## config.mk

```make
export PLATFORM = sky130hd
export DESIGN_NAME = otter_dport_arbiter
export DESIGN_NICKNAME = d
export VERILOG_FILES = /design/src/rtl/otter_dport_arbiter.sv
export SDC_FILE = /design/constraint.sdc
export NUM_CORES = 1
export LEC_CHECK = 0
export BUFFER_PORTS_ARGS = -buffer_cell sky130_fd_sc_hd__buf_2
export CORE_ASPECT_RATIO = 1.4
export CORE_MARGIN = 10
export CORE_UTILIZATION = 49
export DETAILED_ROUTE_END_ITERATION = 10
export GPL_TIMING_DRIVEN = 0
export PLACE_DENSITY_LB_ADDON = 0.2
export SYNTH_ARGS = -nofsm -noshare
export SYNTH_HDL_FRONTEND = slang
export SYNTH_SLANG_ARGS = --single-unit
```

## constraint.sdc

```tcl
create_clock -name MEM_CLK -period 4.35 [get_ports MEM_CLK]
set_input_delay 0.87 -clock MEM_CLK [delete_from_list [all_inputs] [get_ports MEM_CLK]]
set_output_delay 0.87 -clock MEM_CLK [all_outputs]
set_load 0.02 [all_outputs]
```

## src/rtl/otter_dport_arbiter.sv

```systemverilog
// otter_dport_arbiter: shares OTTER memory port 2 between the CPU MEM stage
// and a secondary bus master (DMA). One access per cycle, CPU priority with
// DMA anti-starvation, short locked DMA bursts, and one-cycle read return
// steered back to whichever requester issued the load.
module otter_dport_arbiter #(
   parameter int STARVE_LIMIT = 8,
   parameter int BURST_MAX    = 4,
   parameter int CNT_W        = 4
) (
   input  logic        MEM_CLK,
   input  logic        MEM_RST_N,
   // CPU (pipeline MEM stage)
   input  logic        CPU_REQ,
   input  logic        CPU_WE,
   input  logic [31:0] CPU_ADDR,
   input  logic [31:0] CPU_DIN,
   input  logic [1:0]  CPU_SIZE,
   input  logic        CPU_SIGN,
   output logic        CPU_GNT,
   output logic        CPU_STALL,
   output logic        CPU_RVALID,
   output logic [31:0] CPU_RDATA,
   // DMA / debug loader
   input  logic        DMA_REQ,
   input  logic        DMA_WE,
   input  logic [31:0] DMA_ADDR,
   input  logic [31:0] DMA_DIN,
   input  logic [1:0]  DMA_SIZE,
   input  logic        DMA_SIGN,
   input  logic        DMA_LOCK,
   output logic        DMA_GNT,
   output logic        DMA_RVALID,
   output logic [31:0] DMA_RDATA,
   // memory port 2
   output logic [31:0] MEM_ADDR2,
   output logic [31:0] MEM_DIN2,
   output logic        MEM_WRITE2,
   output logic        MEM_READ2,
   output logic [1:0]  MEM_SIZE,
   output logic        MEM_SIGN,
   input  logic [31:0] MEM_DOUT2
);

   localparam logic [CNT_W-1:0] STARVE_MAX = CNT_W'(STARVE_LIMIT);
   localparam logic [CNT_W-1:0] BURST_LAST = CNT_W'(BURST_MAX - 1);

   typedef enum logic {S_IDLE, S_BURST} state_t;

   state_t            r_state, w_next_state;
   logic [CNT_W-1:0]  r_starve_cnt, r_burst_cnt;
   logic              r_cpu_pri;      // CPU wins the cycle right after a burst ends
   logic              r_rd_vld, r_rd_owner;
   logic [31:0]       r_addr, r_din;
   logic [1:0]        r_size;
   logic              r_sign;
   logic [31:0]       r_cpu_rdata, r_dma_rdata;

   logic              w_cpu_gnt, w_dma_gnt, w_any, w_burst_exit;
   logic              w_sel_we, w_sel_sign;
   logic [31:0]       w_sel_addr, w_sel_din;
   logic [1:0]        w_sel_size;

   // Grant decision and next state; grants are suppressed while in reset
   always_comb begin
      w_cpu_gnt    = 1'b0;
      w_dma_gnt    = 1'b0;
      w_burst_exit = 1'b0;
      w_next_state = r_state;
      if (MEM_RST_N) begin
         case (r_state)
            S_IDLE: begin
               if (CPU_REQ && DMA_REQ) begin
                  if (r_cpu_pri || (r_starve_cnt < STARVE_MAX)) w_cpu_gnt = 1'b1;
                  else                                          w_dma_gnt = 1'b1;
               end else begin
                  w_cpu_gnt = CPU_REQ;
                  w_dma_gnt = DMA_REQ;
               end
               if (w_dma_gnt && DMA_LOCK) w_next_state = S_BURST;
            end
            S_BURST: begin
               w_dma_gnt = DMA_REQ;
               // the exit beat is still granted; burst_cnt reaching the max ends it
               if (!DMA_REQ || !DMA_LOCK || (r_burst_cnt == BURST_LAST)) begin
                  w_next_state = S_IDLE;
                  w_burst_exit = 1'b1;
               end
            end
            default: w_next_state = S_IDLE;
         endcase
      end
   end

   // State, starvation and burst bookkeeping
   always_ff @(posedge MEM_CLK or negedge MEM_RST_N) begin
      if (!MEM_RST_N) begin
         r_state      <= S_IDLE;
         r_starve_cnt <= '0;
         r_burst_cnt  <= '0;
         r_cpu_pri    <= 1'b0;
      end else begin
         r_state   <= w_next_state;
         r_cpu_pri <= w_burst_exit;
         if (r_state == S_IDLE && w_next_state == S_BURST) r_burst_cnt <= CNT_W'(1);
         else if (r_state == S_BURST && w_dma_gnt)         r_burst_cnt <= r_burst_cnt + 1'b1;
         if (w_dma_gnt || !DMA_REQ)           r_starve_cnt <= '0;
         else if (r_starve_cnt != STARVE_MAX) r_starve_cnt <= r_starve_cnt + 1'b1;
      end
   end

   // Winner mux toward memory
   always_comb begin
      w_any      = w_cpu_gnt | w_dma_gnt;
      w_sel_we   = w_dma_gnt ? DMA_WE   : CPU_WE;
      w_sel_addr = w_dma_gnt ? DMA_ADDR : CPU_ADDR;
      w_sel_din  = w_dma_gnt ? DMA_DIN  : CPU_DIN;
      w_sel_size = w_dma_gnt ? DMA_SIZE : CPU_SIZE;
      w_sel_sign = w_dma_gnt ? DMA_SIGN : CPU_SIGN;
   end

   // Remember the last issued address/data so idle cycles hold them
   always_ff @(posedge MEM_CLK or negedge MEM_RST_N) begin
      if (!MEM_RST_N) begin
         r_addr <= '0;
         r_din  <= '0;
         r_size <= '0;
         r_sign <= 1'b0;
      end else if (w_any) begin
         r_addr <= w_sel_addr;
         r_din  <= w_sel_din;
         r_size <= w_sel_size;
         r_sign <= w_sel_sign;
      end
   end

   // Track who owns the read data arriving next cycle, and hold each side's last data
   always_ff @(posedge MEM_CLK or negedge MEM_RST_N) begin
      if (!MEM_RST_N) begin
         r_rd_vld    <= 1'b0;
         r_rd_owner  <= 1'b0;
         r_cpu_rdata <= '0;
         r_dma_rdata <= '0;
      end else begin
         r_rd_vld   <= w_any & ~w_sel_we;
         r_rd_owner <= w_dma_gnt;
         if (CPU_RVALID) r_cpu_rdata <= MEM_DOUT2;
         if (DMA_RVALID) r_dma_rdata <= MEM_DOUT2;
      end
   end

   assign CPU_GNT    = w_cpu_gnt;
   assign DMA_GNT    = w_dma_gnt;
   assign CPU_STALL  = CPU_REQ & ~w_cpu_gnt;
   assign MEM_READ2  = w_any & ~w_sel_we;
   assign MEM_WRITE2 = w_any &  w_sel_we;
   assign MEM_ADDR2  = w_any ? w_sel_addr : r_addr;
   assign MEM_DIN2   = w_any ? w_sel_din  : r_din;
   assign MEM_SIZE   = w_any ? w_sel_size : r_size;
   assign MEM_SIGN   = w_any ? w_sel_sign : r_sign;
   assign CPU_RVALID = r_rd_vld & ~r_rd_owner;
   assign DMA_RVALID = r_rd_vld &  r_rd_owner;
   assign CPU_RDATA  = CPU_RVALID ? MEM_DOUT2 : r_cpu_rdata;
   assign DMA_RDATA  = DMA_RVALID ? MEM_DOUT2 : r_dma_rdata;

endmodule

```

* After elaboration in Yosys (flattened, before gate mapping)
Cells that the tools add are included. W data, S select, Z words.
Word-level totals: bits in registers 143
Cells by class: reduce and logical (&&, ||, !) cells 12, add/sub/neg operators 2, eq/ne operators 2, bitwise logic cells 10, muxes and demuxes 32, $lt $le $gt $ge 1
Operator list (number):
- $mux W32 | 6
- $mux W1 | 18
- $mux W4 | 4
- $add A4 B1 Y4 const B | 2
- $and A1 B1 Y1 | 5
- $eq A4 B2 Y1 const B | 1
- $logic_and A1 B1 Y1 | 4
- $logic_or A1 B1 Y1 | 4
- $lt A4 B4 Y1 const B | 1
- $mux W2 | 2
- $ne A4 B4 Y1 const B | 1
- $not A1 Y1 | 4
- $pmux W1 S2 | 2
- $reduce_bool A2 Y1 | 2
- $logic_not A1 Y1 | 2
- $or A1 B1 Y1 | 1

* Logic depth before layout (Yosys ltp)
word-level depth 12, depth in mapped cells 6, gate-level depth less buffers 5

* Worst setup path after synthesis
OpenSTA, ideal clock, no wires.
kind in2out, start point in DMA_REQ, end point out MEM_WRITE2, data arrival time 1.970 ns, data required time 3.480 ns, buffers on the path 1, stages 5, path slack 1.510 ns, cell sequence and3b_1 > buf_2 > or3_1 > inv_1 > a22o_1
Between the ends: elaborated cells between the ends (all ways) 12, those cells by class mux: 9; bitwise: 2; reduce/logical: 1
RTL lines:
- start, declared | line 24 | input logic DMA_REQ,
- $logic_and A1 B1 Y1 | line 72 | if (CPU_REQ && DMA_REQ) begin
- $mux W1 | line 72
- $mux W1 | line 70 | case (r_state)
- $mux W1 | line 69 | if (MEM_RST_N) begin
- via CPU_GNT | line 19 | output logic CPU_GNT,
- $or A1 B1 Y1 | line 113 | w_any = w_cpu_gnt | w_dma_gnt;
- $and A1 B1 Y1 | line 155 | assign MEM_WRITE2 = w_any & w_sel_we;
- end, declared | line 37 | output logic MEM_WRITE2,
The timed path passes the listed nets, and every way through them passes these cells. The select of a mux whose other input is x is not followed.

* Worst setup path in the final report
start point in MEM_RST_N, end point out MEM_ADDR2[16]
Between the ends: longest elaborated chain between the ends 3, elaborated cells between the ends (all ways) 5, those cells by class mux: 4; bitwise: 1
RTL lines:
- start, declared | line 11 | input logic MEM_RST_N,
- $mux W1 | line 69
- $mux W32 / $or A1 B1 Y1 (equally long branches) | line 115, 113
- $mux W32 *
- end, declared | line 35 | output logic [31:0] MEM_ADDR2,
Every way passes the cells marked *; elsewhere a longest branch is shown, timed or not.

==> results by group <==
Critical path
  – Critical path peak fanout: 67
  – Worst EP arrival: 3290 ps
  – Critical Path Start Type: input pin
  – Reg-to-reg slack, setup: 2400 ps
  – Crit path required time: ~3500 ps
  – CP Class: input pin to output pin
  – Crit path capture type: output pin

Global route
  – Initial antenna violation count: 3
  – First-pass GRT wire length: around 34 mm
  – Number of global-route vias before repair: about 6,000
  – GR Layer Usage met3: 0.0867
  – GR peak layer: met2
  – Total GRT Usage: 0.247
  – Met2 usage: 0.421
  – Largest net degree at the start of global routing: 79
  – Met1 GRT Util: 0.269
  – GR Overflow Total: 0

Pwr
  – PwrDens: 525 nW/um2
  – Flop pwr share: 0.372
  – Switching pwr: about 1.4 mW
  – Switching Fraction: 0.319
  – Logic pwr share: 0.278
  – Max VDD drop: about 0.23 mV
  – Internal power: 3.07 mW
  – Clock power frac: 0.351
  – LEAKAGE: roughly 4.4 nW

STA
  – Final setup fails: 0
  – Fin crit share: 0.957
  – Fmax: 240 MHz
  – Skew final: 7.35 ps
  – Rel. slew slack: 0.566
  – Least-Margin Pin Slew: 651 ps
  – Final hold vios: 0
  – Slew Viols, Final: 0
  – Final Critical Period: 4160 ps
  – RSZ-0062 raised after global routing: no
  – Final setup margin: between 150 and 200 ps

Clocking
  – CTS tree: built
  – Post-CTS Hold Buffers: 0
  – Post-CTS setup buffer count: 0
  – CTS sink count: 143
  – Reg clk slew, reported paths: roughly 60 ps
  – H-tree levels: 4
  – Skew-Pair Late Insertion Delay: 420 ps
  – # resized after CTS: 0
  – Root Driver: clkbuf_16
  – Num CTS Buffers: 17
  – CTS Buffer Depth: 2

Cells and area
  – Commonest non-fill, non-tap cell in the layout: buf_2
  – Highest-count cells in the layout ignoring fill and taps: 332 x buf_2, 143 x dfrtp_1, 72 x nand2_1
  – Share of post-route cells with drive strength above 1: 0.519
  – P&R area growth vs syn: 39.2%
  – Final Net Count: 1,011
  – Final std cells w/o fill: 1,001

Drt
  – DRT Pass-1 Iters: 4
  – Via Count: 5,611
  – Final WL: 22.4 mm
  – ANT nets after route: 0
  – First DRT Iteration DRCs: 278
  – Via density: 5.61
  – Post-route DRC: 0
  – Avg WL per Cell: 22.4 um

Logic synthesis
  – Seq cells post-synth: 143
  – Yosys top cell by area: dfrtp_1
  – Synth area leaders: dfrtp_1 58%, mux2_2 12%, a221o_1 11%
  – Netlist cell types: 34
  – Average size of a mapped cell: 12.2 um2
  – Top-area cell type share of the netlist area: 0.580
  – Cells after Synth: approximately 510
  – Post-Syn Area: 6170 um2
  – Syn Nets: 681
  – Register area share after synthesis: 0.580
  – Warnings from Yosys: 0

Die
  – Row count: 48
  – Die Wd: ~110 um
  – Starting Density: 0.501
  – Total core area: 12,300 um2
  – Io pins: 311
  – Die H: around 150 um
  – Die area: approximately 18,000 um2

Placed design
  – Placer Congestion: 0.832
  – Hpwl dp: 17.4 mm
  – Setup Slack @ Placement: 183 ps
  – Port bufs: 310
  – DP Cell Count: ~970

Outcome
  – Status: finished clean

Min path
  – Hold Path Class: input pin to async pin

Run
  – Maxcap violations: 0
-- power by group through the flow --
stage | sequential, mW | clock [mW] | combinational, mW
after floorplan | 1.66 | 0 | 0.776
after global placement | 1.68 | 0 | 1.23
after detailed placement | 1.70 | 0 | 1.26
after CTS | 1.67 | 1.59 | 1.27
after global routing | 1.70 | 1.66 | 1.34
final | 1.68 | 1.58 | 1.25
-- cells in the mapped netlist (all sizes together) --
cell / instances
nor3b: 6
mux2i: 2
dfrtp: 143
a221o: 67
nand3b: 1
xor2: 2
nor2: 1
a22o: 3
buf: 34
o2bb2ai: 1
a21oi: 3
nand3: 2
nand2b: 2
and3b: 1
nor2b: 4
and2: 1
ha: 3
clkbuf: 11
a32o: 1
inv: 6
nand2: 72
or3: 1
o21ai: 1
o211a: 1
a211o: 2
nor3: 67
mux2: 64
and3: 2
xnor2: 1
-- layer usage --
metal | vias to the layer above | wire (um)
met1 | 2741 | 8240
met3 | 49 | 1870
met5 | - | 0
li1 | 2529 | -
met4 | 0 | 684
met2 | 292 | 11600
-- path summary, 6_finish.rpt --
check                                     from              to  cells after the start
worst max-delay path                 MEM_RST_N   MEM_ADDR2[16]                      7
worst min-delay path                 MEM_RST_N       r_addr[3]                      1
worst max register to register       r_cpu_pri      r_addr[16]                      4
worst min register to register  r_dma_rdata[0]  r_dma_rdata[0]                      1
max in group asynchronous            MEM_RST_N  r_burst_cnt[2]                      2
min in group MEM_CLK            r_dma_rdata[0]  r_dma_rdata[0]                      1
-- kinds of logic (layout without fill, tap and decap cells) --
logic type	Yosys count	in the layout	synth area share
xor+xnor	3	3	0.00426
compound gates	79	79	0.125
buf+inv	51	394	0.0430
other cells	0	3	0
mux	66	66	0.120
fa+ha+maj	3	3	0.00608
simple gates	160	160	0.122
flops	143	143	0.580
-- critical path, stage by stage --
cell	delay (ps)
buf_6	470
buf_2	360
nand2_1	130
a21oi_2	360
clkbuf_1	560
a221o_1	310
buf_2	190
-- layout make-up --
type | instances | area, um2
buffer | 45 | 243
antenna | 3 | 7.51
sequential | 143 | 3580
timing repair buffer | 311 | 1590
inverter | 6 | 22.5
clock inverter | 12 | 183
fill | 976 | 3720
multi-input combinational | 311 | 2330
tap | 150 | 188
clock buffer | 20 | 457
-- through the flow --
stage               hold slack [ps]  cell area, um2  total power, mW  utilization  TNS [ps]
floorplan                       479            6170             2.44            -         0
global placement                476            7910             2.91        0.642   -148830
detailed placement              481            7940             2.95        0.645         0
CTS                             470            8580             4.53        0.697         0
global route                    481            8590             4.69        0.698         0
finish                          446            8590             4.51        0.698         0
-- registers in the layout, summed over array words and instances (netlist names) --
signal        flops
r_state           1
r_dma_rdata      32
r_cpu_pri         1
r_rd_vld          1
r_size            2
r_starve_cnt      4
r_burst_cnt       4
r_din            32
r_rd_owner        1
r_addr           32
r_sign            1
r_cpu_rdata      32
Note: power is estimated with default switching activity, not from simulation.
